$ cat src/rtl/disp_pkg.sv
// Shared display constants and digit-vector type for the 7-segment scan path.
package disp_pkg;
    localparam int unsigned DEFAULT_DIV   = 100000;
    localparam int unsigned DEFAULT_BLANK = 1000;
    localparam int unsigned NUM_DIGITS    = 4;
    localparam int unsigned NIB_W         = 4;
    localparam int unsigned RC_W          = $clog2(NUM_DIGITS);
    localparam int unsigned VALUE_W       = NUM_DIGITS * NIB_W;

    typedef logic [NUM_DIGITS-1:0][NIB_W-1:0] digits_t;

    // Nibble shown in digit slot rc.
    function automatic logic [NIB_W-1:0] digit_sel(input digits_t d, input logic [RC_W-1:0] rc);
        return d[rc];
    endfunction
endpackage

$ cat src/rtl/refresh_scan_if.sv
// Scan control, value load and display outputs of the refresh sequencer.
interface refresh_scan_if;
    import disp_pkg::*;

    logic                en;
    digits_t             value;
    logic                value_load;
    logic [RC_W-1:0]     refreshcounter;
    logic [NIB_W-1:0]    nibble;
    logic                blank;
    logic                frame_tick;
    logic                pending;

    modport master (
        output en, value, value_load,
        input  refreshcounter, nibble, blank, frame_tick, pending
    );

    modport slave (
        input  en, value, value_load,
        output refreshcounter, nibble, blank, frame_tick, pending
    );
endinterface

$ cat src/rtl/slot_timer.sv
// Per-slot cycle counter: wrap strobe plus a blank flag aligned with the count.
module slot_timer #(
    parameter int unsigned DIV   = 100000,
    parameter int unsigned BLANK = 1000
) (
    input  logic clk,
    input  logic rst,
    input  logic i_en,
    output logic o_blank,
    output logic o_slot_end_c
);
    localparam int unsigned CW = (DIV > 2) ? $clog2(DIV) : 1;

    if (DIV < 2 || BLANK >= DIV) begin : g_param_check
        $error("slot_timer: DIV must be >= 2 and BLANK < DIV");
    end

    logic [CW-1:0] r_c;
    logic [CW-1:0] w_c_next;
    logic          w_wrap;
    logic          w_in_blank;

    always_comb begin
        w_wrap   = i_en && (r_c == CW'(DIV - 1));
        w_c_next = r_c;
        if (i_en) begin
            w_c_next = w_wrap ? '0 : r_c + CW'(1);
        end
    end

    // Blank window is judged on the count the register is about to hold.
    if (BLANK == 0) begin : g_no_blank
        assign w_in_blank = 1'b0;
    end else begin : g_blank
        assign w_in_blank = (32'(w_c_next) < BLANK);
    end

    always_ff @(posedge clk) begin
        if (rst) begin
            r_c     <= '0;
            o_blank <= 1'b1;
        end else begin
            r_c     <= w_c_next;
            o_blank <= !i_en || w_in_blank;
        end
    end

    assign o_slot_end_c = w_wrap;
endmodule

$ cat src/rtl/refresh_scan.sv
// Digit scan sequencer with double-buffered display value swapped on frame boundaries.
module refresh_scan
    import disp_pkg::*;
#(
    parameter int unsigned DIV   = DEFAULT_DIV,
    parameter int unsigned BLANK = DEFAULT_BLANK
) (
    input  logic           clk,
    input  logic           rst,
    refresh_scan_if.slave  bus
);
    logic             w_slot_end;
    logic             w_blank;
    logic             w_boundary;
    logic [RC_W-1:0]  w_rc_next;
    digits_t          w_shadow_next;

    logic [RC_W-1:0]  r_rc;
    digits_t          r_shadow;
    digits_t          r_pend;
    logic             r_pending;
    logic             r_frame_tick;
    logic [NIB_W-1:0] r_nibble;

    slot_timer #(
        .DIV   (DIV),
        .BLANK (BLANK)
    ) u_slot_timer (
        .clk          (clk),
        .rst          (rst),
        .i_en         (bus.en),
        .o_blank      (w_blank),
        .o_slot_end_c (w_slot_end)
    );

    // A load landing on the boundary itself bypasses the pending buffer.
    always_comb begin
        w_boundary    = w_slot_end && (r_rc == RC_W'(NUM_DIGITS - 1));
        w_rc_next     = w_slot_end ? r_rc + RC_W'(1) : r_rc;
        w_shadow_next = r_shadow;
        if (w_boundary) begin
            if (bus.value_load) begin
                w_shadow_next = bus.value;
            end else if (r_pending) begin
                w_shadow_next = r_pend;
            end
        end
    end

    always_ff @(posedge clk) begin
        if (rst) begin
            r_rc         <= '0;
            r_shadow     <= '0;
            r_pend       <= '0;
            r_pending    <= 1'b0;
            r_frame_tick <= 1'b0;
            r_nibble     <= '0;
        end else begin
            r_rc         <= w_rc_next;
            r_shadow     <= w_shadow_next;
            r_frame_tick <= w_boundary;
            r_nibble     <= digit_sel(w_shadow_next, w_rc_next);
            if (bus.value_load) begin
                r_pend    <= bus.value;
                r_pending <= !w_boundary;
            end else if (w_boundary) begin
                r_pending <= 1'b0;
            end
        end
    end

    assign bus.refreshcounter = r_rc;
    assign bus.nibble         = r_nibble;
    assign bus.blank          = w_blank;
    assign bus.frame_tick     = r_frame_tick;
    assign bus.pending        = r_pending;
endmodule

$ cat src/flat_wrapper.sv
// flat-port wrapper written by rule: the top's interface ports become plain ports
module refresh_scan_flat import disp_pkg::*;
#(
    parameter int unsigned DIV   = DEFAULT_DIV,
    parameter int unsigned BLANK = DEFAULT_BLANK
)
  (clk, rst, bus_en, bus_value, bus_value_load, bus_refreshcounter, bus_nibble, bus_blank, bus_frame_tick, bus_pending);
  refresh_scan_if bus_i ();
  input  logic clk;
  input  logic rst;
  input wire logic [$bits(bus_i.en)-1:0] bus_en;
  input wire logic [$bits(bus_i.value)-1:0] bus_value;
  input wire logic [$bits(bus_i.value_load)-1:0] bus_value_load;
  output wire logic [$bits(bus_i.refreshcounter)-1:0] bus_refreshcounter;
  output wire logic [$bits(bus_i.nibble)-1:0] bus_nibble;
  output wire logic [$bits(bus_i.blank)-1:0] bus_blank;
  output wire logic [$bits(bus_i.frame_tick)-1:0] bus_frame_tick;
  output wire logic [$bits(bus_i.pending)-1:0] bus_pending;
  assign bus_i.en = bus_en;
  assign bus_i.value = bus_value;
  assign bus_i.value_load = bus_value_load;
  assign bus_refreshcounter = bus_i.refreshcounter;
  assign bus_nibble = bus_i.nibble;
  assign bus_blank = bus_i.blank;
  assign bus_frame_tick = bus_i.frame_tick;
  assign bus_pending = bus_i.pending;
  refresh_scan #(.DIV(DIV), .BLANK(BLANK)) u_core (.clk(clk), .rst(rst), .bus(bus_i));
endmodule
$ cat config.mk
export PLATFORM = sky130hd
export DESIGN_NAME = refresh_scan_flat
export DESIGN_NICKNAME = d
export VERILOG_FILES = /design/src/rtl/disp_pkg.sv /design/src/rtl/refresh_scan_if.sv /design/src/rtl/slot_timer.sv /design/src/rtl/refresh_scan.sv /design/src/flat_wrapper.sv
export SDC_FILE = /design/constraint.sdc
export NUM_CORES = 1
export LEC_CHECK = 0
export CAP_MARGIN = 20
export CORE_MARGIN = 5
export CORE_UTILIZATION = 61
export CTS_CLUSTER_SIZE = 30
export DETAILED_ROUTE_END_ITERATION = 10
export PLACE_DENSITY = 0.84
export SLEW_MARGIN = 20
export SYNTH_ARGS = -nofsm -noshare
export SYNTH_HDL_FRONTEND = slang
export SYNTH_SLANG_ARGS = --single-unit
$ cat constraint.sdc
create_clock -name clk -period 5.7 [get_ports clk]
set_input_delay 0.855 -clock clk [delete_from_list [all_inputs] [get_ports clk]]
set_output_delay 0.855 -clock clk [all_outputs]
set_load 0.05 [all_outputs]
==> reports/qor.yml, run 1 <==
pwr:
  leakage_nw: 1.24
  clkPwrFrac: 0.426
  powerDensity_mw_per_mm2: 244
  switchingPower_mw: 0.204
  power_mw: 0.836
  peakVddDrop_v: 0.000185
  p_sw_frac: 0.244
  comb_power_share: 0.071
  seqPwrFrac: 0.503
  p_int_mw: 0.632
yosys:
  synth_area_per_cell_um2: 8.63
  async_flop_share: 0
  synth_nets: 365
  synth_seq_cells: 58
  netlist_instances: 343
  yosysWarnings: 0
  synth_edf_count: 0
  ys_seq_area_frac: 0.392
  netlist_area_mm2: 0.00296
  synthFlopType: "dfxtp_1"
  ys_types: 57
drt:
  via_count: 2723
  viasPerCell: 6.29
  drc: 0
  drt-total-wl_um: 7490
  postRouteAntennaNets: 0
  dr_wl_met2_um: 3600
  drt-met1-wl_um: 3260
  routed.top_layer: "met4"
  drtIter0Drc: 198
  met3WireLength_um: 473
  drtPass1Iterations: 4
  post_drt_wl_per_cell_um: 17.3
floorplan:
  core_region_area_mm2: 0.00472
  io_pins: 29
  initial_utilization: 0.627
  die_w_um: 79.7
  die-area_mm2: 0.00635
  rows: 25
  dieHeight_um: 79.7
placed_design:
  gp_congestion: 0.895
  port_buffers: 28
  place_hpwl_um: 5060
sta:
  hold_viol: 0
  tightest_slew_ns: 0.860
  slew_headroom: 0.422
  setup_viol: 0
  slew_violations: 0
  setup_tns_ns: 0
  rsz0062_at_grt: "false"
  finClkSkew_ns: 0.00717
  finalCriticalPeriod_ns: 3.42
  fmax_ghz: 0.293
  fin_crit_sh: 0.599
run_status:
  outcome: "completed"
clocking:
  cts_resized: 0
  clock_latency_ns: 0.35
  cts_buffers: 9
  postCtsSetupBuffers: 0
  cts_root_buf: "clkbuf_8"
  clk_pin_slew_ns: 0.07
  cts_tree: "yes"
  cts_buffer_depth: 2
  cts.sinks: 58
  htree_levels: 3
  cts_hold_buffers: 0
critical_path:
  crit_type: "primary input to register"
  end_kind: "register"
  required_ns: 5.94
  worstPathMaxFanout: 12
  start_kind: "primary input"
  cp_slowest_cell: "clkdlybuf4s50_1"
  cp_slowest_stage_delay_ns: 0.66
  worstPathCellList: "clkdlybuf4s50_1 -> nand2_1 -> nor2_1 -> nand4_1 -> o221ai_1 -> o22ai_1 -> a221o_1"
  crit_arrival_ns: 3.66
global_routing:
  grt_max_degree: 35
  antenna_found_initial: 0
  grt_usage: 0.257
  grt_pass1_wl_um: 12700
  gr-total-overflow: 0
  grt_pass1_vias: 2661
run:
  maxCapViolCount: 0
cells_and_area:
  fillers: 379
  drive_above_1_share: 0.0902
  nNetsFinal: 383
  num_antenna_cells: 0
  areaGrowthSynthToFinish_pct: 15.5
worst_hold_path:
  hp-class: "register to register"
layout make-up:
type	count	area [µm²]	share of cell area
well taps	67	83.8	0.0245
clock buffers	12	165	0.0483
repair buffers	30	295	0.0864
flip-flops and latches	58	1160	0.340
inverters	4	15.0	0.00439
multi-input cells	258	1670	0.490
clock inverters	4	25.0	0.00732
per-layer routing:
metal  vias up  GRT usage
met5         -          0
met4         0      0.134
met3        18     0.0711
met2        98      0.407
met1      1298      0.316
li1       1309          -
kinds of logic after synthesis:
kind of cell / synth area share
AOI/OAI and AO/OA: 0.182
buffers and inverters: 0.0423
and+or+nand+nor: 0.260
xor gates and xnor gates: 0.0473
muxes: 0.0685
adders and majority gates: 0.00845
DFF: 0.392
registers in the layout, indices dropped and copies added (netlist names):
name and count:
u_core.bus.frame_tick 1, u_core.bus.nibble 4, u_core.bus.pending 1, u_core.bus.refreshcounter 2, u_core.r_pend 16, u_core.r_shadow 16
u_core.u_slot_timer.o_blank 1, u_core.u_slot_timer.r_c 17
cells in the mapped netlist (all sizes together) (7+ instances only):
| library cell | number | area (µm²) |
|---|---|---|
| a21oi | 9 | 45.0 |
| a31oi | 8 | 50.1 |
| buf | 15 | 80.1 |
| clkbuf | 8 | 30.0 |
| dfxtp | 58 | 1160 |
| mux2i | 18 | 180 |
| nand2 | 18 | 67.6 |
| nand3 | 7 | 35.0 |
| nand4 | 13 | 81.3 |
| nor2 | 74 | 278 |
| nor3 | 11 | 88.8 |
| o221ai | 9 | 78.8 |
| xnor2 | 8 | 70.1 |
| xor2 | 8 | 70.1 |
worst paths after layout:
| kind | depth (start not counted) | slack (ns) | start | end |
|---|---|---|---|---|
| min reg2reg | 2 | 0.50 | u_core.r_pend[0]$_SDFFE_PP0P_ | u_core.r_pend[0]$_SDFFE_PP0P_ |
| min | 2 | 0.50 | u_core.r_pend[0]$_SDFFE_PP0P_ | u_core.r_pend[0]$_SDFFE_PP0P_ |
| max | 7 | 2.28 | bus_en | u_core.bus.nibble[1]$_SDFF_PP0_ |
| max reg2reg | 7 | 2.79 | u_core.u_slot_timer.r_c[0]$_SDFFE_PP0P_ | u_core.bus.nibble[3]$_SDFF_PP0_ |
layout by cell type, fill, tap and decap left out, drive strengths merged, types with 7 or more instances in the layout:
master and count:
clkdlybuf4s50 28, mux2i 18, dfxtp 58, xnor2 8
nand2 18, xor2 8, nor2 74, nand3 7
clkbuf 12, nor3 11, a21oi 9, o221ai 9
nand4 13, a31oi 8
power groups by stage:
stage | Clock [mW] | Sequential (mW) | Combinational, mW
after CTS | 0.360 | 0.420 | 0.0590
after global placement | 0 | 0.428 | 0.0571
final | 0.356 | 0.420 | 0.0596
after floorplan | 0 | 0.429 | 0.0327
after detailed placement | 0 | 0.429 | 0.0582
after global routing | 0.383 | 0.421 | 0.0648
critical path: cells and delay by family:
kind / cells / cell delay (ns)
AND/OR/NAND/NOR: 3 / 1.21
AO/OA/AOI/OAI: 3 / 0.92
buffers and inverters: 1 / 0.66
metrics by stage:
step	instances	util	setup slack [ns]	instance area, µm²	hold WS (ns)
CTS	433	0.724	2.36	3420	0.506
global placement	417	0.684	2.16	3230	0.474
finish	433	0.724	2.28	3420	0.504
floorplan	343	-	3.04	2960	0.460
detailed placement	417	0.684	1.99	3230	0.486
global route	433	0.724	2.07	3420	0.530
No activity file was read; power rests on OpenSTA's default activity.
==> inputs of run 2 (changes only) <==
--- a/config.mk
+++ b/config.mk
@@ -7,10 +7,10 @@
 export LEC_CHECK = 0
 export CAP_MARGIN = 20
 export CORE_MARGIN = 5
-export CORE_UTILIZATION = 61
+export CORE_UTILIZATION = 51
 export CTS_CLUSTER_SIZE = 30
 export DETAILED_ROUTE_END_ITERATION = 10
-export PLACE_DENSITY = 0.84
+export PLACE_DENSITY = 0.75
 export SLEW_MARGIN = 20
 export SYNTH_ARGS = -nofsm -noshare
 export SYNTH_HDL_FRONTEND = slang
==> constraint.sdc (replaced) <==
create_clock -name clk -period 2.9 [get_ports clk]
set_input_delay 0.435 -clock clk [delete_from_list [all_inputs] [get_ports clk]]
set_output_delay 0.435 -clock clk [all_outputs]
set_load 0.05 [all_outputs]
==> run 2 against run 1 <==
Wire length decreased by 3.0%. Final area is 4.2% higher. Global-route usage is 4.6 points lower. Non-clock buffer count grew 13. Sequential share of layout area fell by 1.4 points. Hold slack lost 0.0068 ns. Register-to-register slack lost 2.4 ns.
==> reports/qor.yml, run 2 (synthesis results as in run 1) <==
clocking:
  cts_buffers: 9  # unchanged
  cts_buffer_depth: 2  # unchanged
  cts_resized: 0  # unchanged
  cts_root_buf: "clkbuf_8"
  clk_pin_slew_ns: 0.07  # about the same
  clock_latency_ns: 0.34  # about the same
  cts.sinks: 58  # unchanged
  htree_levels: 3  # unchanged
  cts_tree: "yes"
  postCtsSetupBuffers: 0  # unchanged
  cts_hold_buffers: 0  # unchanged
floorplan:
  core_region_area_mm2: 0.00557  # +18%
  die-area_mm2: 0.00743  # +17%
  io_pins: 29  # unchanged
  dieHeight_um: 86.2  # +8.2%
  rows: 27  # +8.0%
  die_w_um: 86.2  # +8.2%
  initial_utilization: 0.531  # -0.0957
drt:
  drtPass1Iterations: 5  # +1
  drt-total-wl_um: 7270  # -3.0%
  viasPerCell: 5.89  # -6.4%
  drc: 0  # unchanged
  postRouteAntennaNets: 0  # unchanged
  via_count: 2655  # -2.5%
  post_drt_wl_per_cell_um: 16.1  # -6.8%
  drtIter0Drc: 235  # +19%
critical_path:
  reg2reg_depth: 7  # unchanged
  rrSetupSlack_ns: 0.41  # -2.38 ns
  worstPathMaxFanout: 10  # -2
  r2r_end: "u_core.bus.nibble[3]$_SDFF_PP0_"
  end_kind: "register"
  cp_slowest_cell: "and3_1"
  crit_path_start: "u_core.u_slot_timer.r_c[0]$_SDFFE_PP0P_"
  start_kind: "register"
  required_ns: 3.19  # -2.75 ns
  crit_type: "register to register"
  crit_arrival_ns: 2.78  # -0.88 ns
  r2r_start: "u_core.u_slot_timer.r_c[0]$_SDFFE_PP0P_"
  cp_slowest_stage_delay_ns: 0.44  # -0.22 ns
  worstPathCellList: "ha_1 -> nand3_1 -> nor3_4 -> and3_1 -> o221ai_1 -> o32ai_1 -> a221o_1"
sta:
  slew_violations: 0  # unchanged
  setup_tns_ns: 0  # unchanged
  rsz0062_at_grt: "false"
  slew_headroom: 0.636  # +0.214
  fmax_ghz: 0.402
  whs_ns: 0.497  # -0.00678 ns
  finalCriticalPeriod_ns: 2.49
  tightest_slew_ns: 0.546  # -0.314 ns
  finClkSkew_ns: 0.0113  # +0.00413 ns
  setup_viol: 0  # unchanged
  fin_crit_sh: 0.858
  hold_viol: 0  # unchanged
pwr:
  leakage_nw: 1.33  # +7.1%
  powerDensity_mw_per_mm2: 504  # +110%
  peakVddDrop_v: 0.000286  # +54%
run_status:
  outcome: "completed"
global_routing:
  grt_max_degree: 38  # +8.6%
  gr-total-overflow: 0  # unchanged
  grt_pass1_vias: 2564  # -3.6%
  antenna_found_initial: 0  # unchanged
  grt_usage: 0.210  # -0.0464
  grt_pass1_wl_um: 12400  # -2.2%
placed_design:
  place_hpwl_um: 5030  # -0.65%
  port_buffers: 28  # unchanged
  gp_congestion: 0.902  # +0.77%
cells_and_area:
  largestRegisters: "u_core.u_slot_timer.r_c: 17 flops, u_core.r_pend: 16 flops, u_core.r_shadow: 16 flops"
  final_cell_mix: "nor2_1, dfxtp_1, clkdlybuf4s50_1, mux2i_1, nand2_1"
  num_antenna_cells: 0  # unchanged
  drive_above_1_share: 0.119  # +0.0286
  final_common_cell: "nor2_1"
  top_register: "u_core.u_slot_timer.r_c"
  nNetsFinal: 396  # +3.4%
  areaGrowthSynthToFinish_pct: 20.3
  largest_reg_flops: 17  # unchanged
worst_hold_path:
  min-delay-start: "u_core.r_pend[13]$_SDFFE_PP0P_"
  hold_depth: 2  # unchanged
  hp-class: "register to register"
  holdPathEnd: "u_core.r_pend[13]$_SDFFE_PP0P_"
run:
  maxCapViolCount: 0  # unchanged
==> run 2: cell count changes in the layout (fill, tap and decap cells not counted) <==
cell,delta
buf_4,+13
bufinv_16,+2
clkbuf_1,+1
clkbuf_8,-1
clkinv_2,-1
clkinv_4,+1
clkinvlp_4,-2
==> run 2: worst max path at each step <==
| stage | to | cells past startpoint |
|---|---|---|
| 3_3_place_gp | u_core.bus.nibble[0]$_SDFF_PP0_ | 7 |
| 5_1_grt | u_core.bus.nibble[0]$_SDFF_PP0_ | 8 |
| 4_1_cts | u_core.bus.nibble[3]$_SDFF_PP0_ | 7 |
| 6_report | u_core.bus.nibble[3]$_SDFF_PP0_ | 7 |
| 2_1_floorplan | u_core.bus.nibble[3]$_SDFF_PP0_ | 7 |
| 3_5_place_dp | u_core.bus.nibble[0]$_SDFF_PP0_ | 7 |
==> run 2: cell type report <==
| class | count | area [µm²] |
|---|---|---|
| fillers | 487 | 2010 |
| multi-input cells | 258 | 1670 |
| flip-flops and latches | 58 | 1160 |
| repair buffers | 43 | 393 |
| clock buffers | 12 | 155 |
| well taps | 72 | 90.1 |
| clock inverters | 4 | 73.8 |
| inverters | 4 | 15.0 |
==> run 2: per-stage QoR <==
step	power [mW]	instance area (µm²)	util	setup slack [ns]	std cells
CTS	1.81	3560	0.639	0.426	451
detailed placement	0.960	3330	0.598	0.225	435
global placement	0.957	3330	0.598	0.312	435
global route	1.86	3560	0.639	0.185	451
floorplan	0.907	2960	-	0.314	343
finish	1.80	3560	0.639	0.410	451
==> run 2: report_power, final <==
part	leakage (nW)	switching [mW]	internal (mW)	total, mW
clock network	0.117	0.322	0.531	0.853
logic	0.745	0.0630	0.0557	0.119
registers	0.471	0.0121	0.813	0.825
total	1.33	0.397	1.40	1.80
==> run 2: per-layer routing <==
| layer | vias to the layer above | global-route usage | routed length, µm |
|---|---|---|---|
| met4 | 0 | 0.0892 | 134 |
| met2 | 73 | 0.347 | 3510 |
| li1 | 1331 | - | - |
| met1 | 1240 | 0.269 | 3260 |
| met5 | - | 0 | 0 |
| met3 | 11 | 0.0399 | 362 |
==> run 2: worst max-delay path: cells and delay by family (launching register included) <==
kind                       cells  cell delay [ns]
adders and majority gates      1             0.35
DFF                            1             0.42
AOI/OAI and AO/OA              3             0.64
and+or+nand+nor                3             1.03
==> inputs of run 3 (changes only) <==
--- a/config.mk
+++ b/config.mk
@@ -6,7 +6,6 @@
 export NUM_CORES = 1
 export LEC_CHECK = 0
 export CAP_MARGIN = 20
-export CORE_MARGIN = 5
 export CORE_UTILIZATION = 51
 export CTS_CLUSTER_SIZE = 30
 export DETAILED_ROUTE_END_ITERATION = 10
==> run 3 against run 2 <==
Final area is 1.1% lower. Sequential cell count stayed put. Sequential power hardly changed. Clock power is 17% lower. Critical endpoint is now u_core.bus.nibble[0]$_SDFF_PP0_. Largest power group is now sequential cells.
==> reports/qor.yml, run 3 (synthesis results as in run 1) <==
sta:
  tightest_slew_ns: 0.591  # +0.0452 ns
  fin_crit_sh: 0.892  # +0.0336
  finClkSkew_ns: 0.00768  # -0.00362 ns
  fmax_ghz: 0.387  # -3.8%
  slew_violations: 0  # unchanged
  setup_viol: 0  # unchanged
  hold_viol: 0  # unchanged
  rsz0062_at_grt: "false"
  whs_ns: 0.496  # -0.00170 ns
  setup_tns_ns: 0  # unchanged
  finalCriticalPeriod_ns: 2.59  # +0.0974 ns
  setup_ws_ns: 0.313  # -0.0974 ns
  slew_headroom: 0.606  # -0.0302
clocking:
  clk_pin_slew_ns: 0.07  # about the same
  cts_buffer_depth: 2  # unchanged
  postCtsSetupBuffers: 0  # unchanged
  cts_resized: 0  # unchanged
  cts_root_buf: "clkbuf_8"
  cts.sinks: 58  # unchanged
  cts_tree: "yes"
  clock_latency_ns: 0.34  # about the same
  cts_hold_buffers: 0  # unchanged
  htree_levels: 3  # unchanged
  cts_buffers: 9  # unchanged
placed_design:
  dp_cells: 435  # unchanged
  pre_cts_ws_ns: 0.0670  # -0.158 ns
  place_hpwl_um: 5030  # about the same
  gp_congestion: 0.914  # +1.3%
  port_buffers: 28  # unchanged
critical_path:
  start_kind: "register"
  cp_slowest_cell: "nor3_1"
  worstPathCellList: "ha_1 -> nand3_1 -> nor3_1 -> nand3_1 -> a22oi_1 -> nand2_1 -> a221o_1"
  worstPathMaxFanout: 8  # -2
  crit_top_cell: "nand3_1"
  cp_slowest_stage_delay_ns: 0.49  # +0.05 ns
  end_kind: "register"
  crit_type: "register to register"
  required_ns: 3.13  # -0.06 ns
  crit_arrival_ns: 2.81  # +0.03 ns
  cp_top_family: "simple AND/OR/NAND/NOR gates"
  path_buf_inv: 0  # unchanged
drt:
  via_count: 2714  # +2.2%
  drtIter0Drc: 181  # -23%
  post_drt_wl_per_cell_um: 15.9  # -1.4%
  drtPass1Iterations: 5  # unchanged
  viasPerCell: 6.02  # +2.2%
  postRouteAntennaNets: 0  # unchanged
  drt-total-wl_um: 7170  # -1.4%
  drc: 0  # unchanged
pwr:
  p_sw_frac: 0.244  # +0.0226
  power_mw: 1.65  # -8.4%
  comb_power_share: 0.071  # +0.005
  peakVddDrop_v: 0.000223  # -22%
  switchingPower_mw: 0.401  # +0.98%
  p_int_mw: 1.25  # -11%
  leakage_nw: 1.31  # -1.7%
  powerDensity_mw_per_mm2: 467  # -7.4%
  seqPwrFrac: 0.501  # +0.042
  clkPwrFrac: 0.428  # -0.047
cells_and_area:
  drive_above_1_share: 0.121  # +0.00264
  final_cells: 451  # unchanged
  final_cell_mix: "nor2_1, dfxtp_1, clkdlybuf4s50_1, mux2i_1, nand2_1"
  nNetsFinal: 396  # unchanged
  largest_reg_flops: 17  # unchanged
  num_antenna_cells: 0  # unchanged
  final_common_cell: "nor2_1"
  largestRegisters: "u_core.u_slot_timer.r_c: 17 flops, u_core.r_pend: 16 flops, u_core.r_shadow: 16 flops"
  areaGrowthSynthToFinish_pct: 19.0
  top_register: "u_core.u_slot_timer.r_c"
global_routing:
  grt_pass1_vias: 2465  # -3.9%
  antenna_found_initial: 0  # unchanged
  grt_usage: 0.252  # +0.0417
  gr-total-overflow: 0  # unchanged
  grt_pass1_wl_um: 11900  # -4.4%
  grt_max_degree: 23  # -39%
run_status:
  outcome: "completed"
floorplan:
  rows: 27  # unchanged
  dieHeight_um: 78.2  # -9.3%
  die-area_mm2: 0.00611  # -18%
  core_region_area_mm2: 0.00554  # -0.61%
  io_pins: 29  # unchanged
  die_w_um: 78.2  # -9.3%
  initial_utilization: 0.534  # +0.00324
worst_hold_path:
  hp-class: "register to register"
run:
  maxCapViolCount: 0  # unchanged
## run 3: stage by stage
step,cell area (µm²),util
final,3520,0.636
after detailed placement,3330,0.602
after floorplan,2960,-
after CTS,3520,0.636
after global placement,3330,0.602
after global routing,3520,0.636
## run 3: worst reg2reg max path: stages (launching register included)
cell and delay (ns):
dfxtp_1 0.44, ha_1 0.36, nand3_1 0.19, nor3_1 0.49, nand3_1 0.29, a22oi_1 0.29, nand2_1 0.08, a221o_1 0.34
## run 3: layout make-up
type                    instances  area [µm²]
fillers                       481        2020
multi-input cells             258        1670
flip-flops and latches         58        1160
repair buffers                 43         393
clock buffers                  12         165
well taps                      72        90.1
clock inverters                 4        25.0
inverters                       4        15.0
## run 3: final timing paths
kind         slack [ns]  cells after the start                               to                               startpoint
max                0.31                      7  u_core.bus.nibble[0]$_SDFF_PP0_  u_core.u_slot_timer.r_c[0]$_SDFFE_PP0P_
min                0.50                      2    u_core.r_pend[9]$_SDFFE_PP0P_            u_core.r_pend[9]$_SDFFE_PP0P_
max reg2reg        0.31                      7  u_core.bus.nibble[0]$_SDFF_PP0_  u_core.u_slot_timer.r_c[0]$_SDFFE_PP0P_
min reg2reg        0.50                      2    u_core.r_pend[9]$_SDFFE_PP0P_            u_core.r_pend[9]$_SDFFE_PP0P_
## run 3: power groups by stage
stage	registers, mW	logic, mW	clock network (mW)
4_1_cts	0.825	0.117	0.711
3_3_place_gp	0.843	0.115	0
6_report	0.826	0.117	0.704
3_5_place_dp	0.843	0.116	0
5_1_grt	0.827	0.128	0.756
2_1_floorplan	0.843	0.0642	0
## run 3: routing by layer
metal  vias to the layer above  global-route usage  wire (µm)
met5                         -                   0          0
met4                         0               0.106        142
met3                        15              0.0570        444
met2                        94               0.396       3230
met1                      1276               0.331       3350
li1                       1329                   -          -
